===== src/rtl/temp_display_scan_if.sv =====
// Bundle between the temperature source and the display scanner:
// load request/status in one direction, decoder digit code and anodes in the other.
interface temp_display_scan_if;
  logic [10:0] temp_bin;
  logic        temp_valid;
  logic        busy;
  logic        conv_done;
  logic [3:0]  bcd;
  logic [3:0]  an;

  modport master (
    output temp_bin, temp_valid,
    input  busy, conv_done, bcd, an
  );

  modport slave (
    input  temp_bin, temp_valid,
    output busy, conv_done, bcd, an
  );
endinterface


===== src/rtl/temp_display_scan.sv =====
// Signed binary temperature -> sign/hundreds/tens/ones via one-shift-per-clock
// double-dabble, committed atomically and scanned onto a 4-digit common-anode display.
module temp_display_scan #(
  parameter int unsigned REFRESH_DIV = 50000
) (
  input  logic              clk,
  input  logic              rst_n,
  temp_display_scan_if.slave io
);

  localparam int CW = ($clog2(REFRESH_DIV) < 1) ? 1 : $clog2(REFRESH_DIV);
  localparam logic [3:0] BLANK = 4'd10;
  localparam logic [3:0] MINUS = 4'd15;

  typedef enum logic [1:0] {IDLE, LOAD, SHIFT, DONE} state_t;

  state_t      state_q, state_d;
  logic [10:0] val_q, val_d;
  logic        ovr_q, ovr_d;
  logic [9:0]  mag_q, mag_d;
  logic [11:0] acc_q, acc_d;
  logic [3:0]  cnt_q, cnt_d;
  logic [3:0]  digit_q [4];
  logic [3:0]  digit_d [4];
  logic [CW-1:0] rcnt_q, rcnt_d;
  logic [1:0]  idx_q, idx_d;

  logic signed [10:0] val_s;
  logic [11:0] acc_adj;
  logic [3:0]  hund, tens, ones;

  assign val_s = val_q;
  assign hund  = acc_q[11:8];
  assign tens  = acc_q[7:4];
  assign ones  = acc_q[3:0];

  // Double-dabble correction applied to every BCD nibble before each shift
  genvar gi;
  generate
    for (gi = 0; gi < 3; gi++) begin : g_adj
      assign acc_adj[gi*4 +: 4] = (acc_q[gi*4 +: 4] >= 4'd5) ?
                                  acc_q[gi*4 +: 4] + 4'd3 : acc_q[gi*4 +: 4];
    end
  endgenerate

  always_comb begin
    state_d = state_q;
    val_d   = val_q;
    ovr_d   = ovr_q;
    mag_d   = mag_q;
    acc_d   = acc_q;
    cnt_d   = cnt_q;
    for (int i = 0; i < 4; i++) digit_d[i] = digit_q[i];

    unique case (state_q)
      IDLE: begin
        if (io.temp_valid) begin
          val_d   = io.temp_bin;
          state_d = LOAD;
        end
      end
      LOAD: begin
        if (val_s > 11'sd999 || val_s < -11'sd999) begin
          ovr_d   = 1'b1;
          state_d = DONE;
        end else begin
          ovr_d   = 1'b0;
          // Low 10 bits of the negation are exact because |value| <= 999
          mag_d   = val_q[10] ? (~val_q[9:0] + 10'd1) : val_q[9:0];
          acc_d   = 12'd0;
          cnt_d   = 4'd0;
          state_d = SHIFT;
        end
      end
      SHIFT: begin
        acc_d = (acc_adj << 1) | {11'd0, mag_q[9]};
        mag_d = mag_q << 1;
        cnt_d = cnt_q + 4'd1;
        if (cnt_q == 4'd9) state_d = DONE;
      end
      DONE: begin
        if (ovr_q) begin
          for (int i = 0; i < 4; i++) digit_d[i] = MINUS;
        end else begin
          digit_d[3] = val_q[10] ? MINUS : BLANK;
          digit_d[2] = (hund == 4'd0) ? BLANK : hund;
          digit_d[1] = (hund == 4'd0 && tens == 4'd0) ? BLANK : tens;
          digit_d[0] = ones;
        end
        state_d = IDLE;
      end
      default: state_d = IDLE;
    endcase
  end

  // Free-running scan, independent of the conversion FSM
  always_comb begin
    rcnt_d = rcnt_q + 1'b1;
    idx_d  = idx_q;
    if (rcnt_q == CW'(REFRESH_DIV - 1)) begin
      rcnt_d = '0;
      idx_d  = idx_q + 2'd1;
    end
  end

  always_ff @(posedge clk or negedge rst_n) begin
    if (!rst_n) begin
      state_q <= IDLE;
      val_q   <= '0;
      ovr_q   <= 1'b0;
      mag_q   <= '0;
      acc_q   <= '0;
      cnt_q   <= '0;
      for (int i = 0; i < 4; i++) digit_q[i] <= BLANK;
      rcnt_q  <= '0;
      idx_q   <= '0;
    end else begin
      state_q <= state_d;
      val_q   <= val_d;
      ovr_q   <= ovr_d;
      mag_q   <= mag_d;
      acc_q   <= acc_d;
      cnt_q   <= cnt_d;
      for (int i = 0; i < 4; i++) digit_q[i] <= digit_d[i];
      rcnt_q  <= rcnt_d;
      idx_q   <= idx_d;
    end
  end

  assign io.busy      = (state_q != IDLE);
  assign io.conv_done = (state_q == DONE);
  assign io.an        = ~(4'b0001 << idx_q);
  assign io.bcd       = digit_q[idx_q];

endmodule

===== src/flat_wrapper.sv =====
// flat-port wrapper written by rule: the top's interface ports become plain ports
module temp_display_scan_flat 
#(
  parameter int unsigned REFRESH_DIV = 50000
)
  (clk, rst_n, io_temp_bin, io_temp_valid, io_busy, io_conv_done, io_bcd, io_an);
  temp_display_scan_if io_i ();
  input  logic clk;
  input  logic rst_n;
  input wire logic [$bits(io_i.temp_bin)-1:0] io_temp_bin;
  input wire logic [$bits(io_i.temp_valid)-1:0] io_temp_valid;
  output wire logic [$bits(io_i.busy)-1:0] io_busy;
  output wire logic [$bits(io_i.conv_done)-1:0] io_conv_done;
  output wire logic [$bits(io_i.bcd)-1:0] io_bcd;
  output wire logic [$bits(io_i.an)-1:0] io_an;
  assign io_i.temp_bin = io_temp_bin;
  assign io_i.temp_valid = io_temp_valid;
  assign io_busy = io_i.busy;
  assign io_conv_done = io_i.conv_done;
  assign io_bcd = io_i.bcd;
  assign io_an = io_i.an;
  temp_display_scan #(.REFRESH_DIV(REFRESH_DIV)) u_core (.clk(clk), .rst_n(rst_n), .io(io_i));
endmodule

===== config.mk =====
export PLATFORM = sky130hd
export DESIGN_NAME = temp_display_scan_flat
export DESIGN_NICKNAME = d
export VERILOG_FILES = /design/src/rtl/temp_display_scan_if.sv /design/src/rtl/temp_display_scan.sv /design/src/flat_wrapper.sv
export SDC_FILE = /design/constraint.sdc
export NUM_CORES = 1
export LEC_CHECK = 0
export BUFFER_PORTS_ARGS = -buffer_cell sky130_fd_sc_hd__buf_2
export CORE_MARGIN = 4
export CORE_UTILIZATION = 55
export CTS_BUF_LIST = sky130_fd_sc_hd__clkbuf_16
export CTS_CLUSTER_DIAMETER = 40
export CTS_CLUSTER_SIZE = 10
export DETAILED_ROUTE_END_ITERATION = 12
export GPL_TIMING_DRIVEN = 0
export PLACE_DENSITY = 0.76
export SLEW_MARGIN = 15
export SYNTH_ARGS = -nofsm -noshare
export SYNTH_HDL_FRONTEND = slang
export SYNTH_SLANG_ARGS = --single-unit

===== constraint.sdc =====
create_clock -name clk -period 1.9 [get_ports clk]
set_input_delay 0.095 -clock clk [delete_from_list [all_inputs] [get_ports clk]]
set_output_delay 0.095 -clock clk [all_outputs]
set_load 0.03 [all_outputs]

==> impl_metrics.csv <==
group,metric,value,unit
status,outcome,"complete, but fails checks",
status,violations,"negative hold slack, negative setup slack",
place,dp_hpwl,5480,um
timing,tightest_slew,0.584,ns
synth,ys.flop_type,"dfrtp_1",
floorplanning,coreArea,0.00683,sq mm
clock_network,cts_max_level,3,
timing,fin_skew,0.00501,ns
clock_network,cts_tree,"built",
timing,setup_viol,27,
route,drt_pass1_iterations,4,
route,antenna_left,0,
global_route,grt_pass1_vias,3028,
synth,yosys_warnings,0,
timing,rsz0062_at_grt,"true",
hold_path,min-delay-start,"io_temp_bin[8]",
place,place_congestion,0.776,
synth,synth_compound_area_share,11.8,%
worst_setup_path,r2r_start,"u_core.val_q[0]",
worst_setup_path,max_stage_delay,0.43,ns
worst_setup_path,crit_start,"u_core.val_q[0]",
synth,synth_edf_count,0,
timing,report.final.slew_viol_count,0,
synth,netlist_area,0.00388,sq mm
finish,area_delta_synth_final,25.2,%
hold_path,hp-class,"in2reg",
clock_network,cts.sinks,71,
global_route,grt_first_pass_wirelength,14200,um
timing,finalCritPeriodShare,114,%
synth,yosys.area_share.xor_xnor,6.10,%
timing,fin_ws,-0.259,ns
synth,synth-adder-area-share,6.77,%
finish,n_fill_cell,501,
timing,fin_crit,2.16,ns
clock_network,cts-root-buf,"clkbuf_16",
finish,diodes,0,
synth,yosysMostFrequentCell,"dfrtp_1",
floorplanning,num_rows,30,
synth,syn_avg_cell_area,9.55,sq um
floorplanning,fp.dieH,92.0,um
floorplanning,die-area,0.00846,sq mm
worst_setup_path,cp.required,2.15,ns
synth,ys_seq_area_share,46.0,%
synth,synthSimpleGateAreaFrac,18.0,%
route,drtIter0Drc,138,
route,via_per_inst,5.51,
worst_setup_path,critPathMostFrequentCell,"buf_4",
synth,synthTopCellsByArea,"dfrtp_1, ha_1, dfstp_2",
finish,fin_area,0.00485,sq mm
power,vdd_drop_max,1.14,mV
worst_setup_path,worstPathMaxFanout,6,
power,p_per_area,1470,mW/mm^2
route,drt-total-wl,8600,um
worst_setup_path,startpoint_type,"flop",
global_route,grt_max_degree,52,
route,drc,0,
synth,synth_seq_cells,71,
finish,finalNetCount,503,
worst_setup_path,critPathKind,"reg2reg",
synth,synth.mux.area_fraction,7.23,%
clock_network,cts-buffers-inserted,9,
timing,max_freq,463,MHz
worst_setup_path,endpoint_kind,"flop",
timing,finalSetupTns,-5.16,ns
synth,syn-num-nets,441,
floorplanning,initial_utilization,56.8,%
floorplanning,die-width,92.0,um
global_route,grt.overflow.total,0,
route,vias,3138,
timing,slew_headroom,60.7,%
route,wire_per_inst,15.1,um
synth,synth_area_leader_cell,"dfrtp_1",
finish,multiInputGateArea,0.00204,sq mm
place,dp_cells,526,
timing,finalHoldViolations,1,
synth,synth_commonest_cells,"dfrtp_1, nand2_1, nor2_1",
clock_network,clock_latency,0.33,ns
synth,ys_types,44,
finish,regArea,0.00179,sq mm
worst_setup_path,worstPathArrival,2.41,ns
synth,postSynthCellCount,406,
global_route,antenna_found_initial,0,
place,dpl_cell_area,0.00415,sq mm
finish,drive_gt1_share,21.8,%
clock_network,cts_buffer_depth,2,
place,post-place-ws,-0.321,ns
place,io_buffers,23,
clock_network,cts.clk_slew.worst_paths,0.06,ns
worst_setup_path,cp_slowest_cell,"or3_4",
job,drv_cap,0,
finish,finalNonFillerCells,569,
timing,hold_slack,-0.00156,ns
synth,synth_top_family_by_area,"simple AND/OR/NAND/NOR gates",
worst_setup_path,cp_cell_sequence,"or3_4 -> a311o_1 -> buf_4 -> a31oi_4 -> buf_4 -> buf_6 -> nand2_1 -> o21ai_1",
floorplanning,ios,24,
synth,async_reset_ff_share,100,%
synth,yosys.area.top_type_share,41.9,%
global_route,grt_use_total,20.6,%
power,leakage,2.10,nW
==> flip-flops by register name, summed over array words and instances, names as in the netlist <==
signal	flops
u_core.acc_q	12
u_core.cnt_q	4
u_core.digit_q	13
u_core.idx_q	2
u_core.mag_q	10
u_core.ovr_q	1
u_core.rcnt_q	16
u_core.state_q	2
u_core.val_q	11
==> what timing repair did <==
item | CTS | global route
pin swaps | 6 | 4
hold buffers | 10 | 0
gates cloned | 0 | 3
gates resized for setup | 33 | 27
setup buffers | 6 | 8
endpoints found under the hold margin | 29 | 0
endpoints found under the setup margin | 36 | 40
==> critical path: cells and delay by family (launching register included) <==
family / cells / cell delay (ns)
DFF: 1 / 0.42
AOI/OAI and AO/OA: 3 / 0.70
and+or+nand+nor: 2 / 0.48
buffers and inverters: 3 / 0.47
==> path summary, 6_finish.rpt <==
check / depth (start not counted) / slack (ns) / to
hold / removal: 2 / -0.002 / u_core.val_q[8]
max in group asynchronous: 3 / 1.11 / u_core.digit_q[13]
min in group asynchronous: 2 / 0.21 / u_core.acc_q[10]
setup / recovery: 8 / -0.26 / u_core.cnt_q[1]
setup reg to reg: 8 / -0.26 / u_core.cnt_q[1]
hold reg to reg: 1 / 0.46 / u_core.rcnt_q[0]
==> layer usage <==
metal  GRT usage [%]  up-vias  part of all wire, %
li1                -     1525                    -
met1            27.0     1510                   45
met2            34.4       85                   49
met3            4.18       18                  3.9
met4            6.68        0                  2.0
met5               0        -                    0
==> through the flow <==
step                      hold slack (ns)  power [mW]  utilization, %
after global placement              0.327        4.64            60.3
after CTS                        0.000146        6.83            68.8
after global routing               0.0123        7.60            71.1
final                            -0.00156        7.16            71.1
after detailed placement           0.0113        4.76            60.7
after floorplan                    -0.201        4.10               -
==> report_power, final <==
| part | internal, mW | switching, mW | total (mW) |
|---|---|---|---|
| clock network | 1.15 | 0.639 | 1.79 |
| logic | 1.37 | 1.73 | 3.10 |
| registers | 1.93 | 0.337 | 2.27 |
==> layout by cell type, fill, tap and decap left out, types with 4 or more instances in the layout <==
| cell | synthesis | layout |
|---|---|---|
| dfstp_2 | 6 | 6 |
| nor3_1 | 7 | 5 |
| ha_1 | 21 | 21 |
| mux2i_1 | 10 | 10 |
| buf_6 | 0 | 9 |
| nor2_1 | 40 | 40 |
| buf_2 | 3 | 24 |
| nand2_1 | 41 | 38 |
| clkbuf_1 | 13 | 9 |
| a21oi_1 | 23 | 21 |
| clkbuf_16 | 0 | 9 |
| buf_4 | 0 | 12 |
| dfrtp_1 | 65 | 64 |
| dlygate4sd3_1 | 0 | 10 |
| nand3_1 | 13 | 13 |
| xnor2_1 | 17 | 17 |
| nand2b_1 | 11 | 11 |
| mux2_2 | 12 | 12 |
| o21ai_0 | 28 | 16 |
| o211ai_1 | 4 | 4 |
| nor2b_1 | 7 | 7 |
| o21ai_1 | 3 | 14 |
| inv_1 | 21 | 21 |
| xor2_1 | 10 | 10 |
==> final cells by class <==
type | count | area share [%]
tap | 96 | 2.47
buffer | 20 | 2.42
inverter | 21 | 1.62
timing repair buffer | 51 | 8.09
clock buffer | 9 | 4.64
sequential | 71 | 36.8
multi-input combinational | 294 | 42.0
clock inverter | 7 | 1.98
==> cell families (layout without fill, tap and decap cells) <==
group           Yosys count  in the layout
simple gates            144            144
compound gates           78             78
fa+ha+maj                21             21
buf+inv                  41            108
flops                    71             71
xor+xnor                 27             27
mux                      24             24
Power figures use the tool's default switching activity.
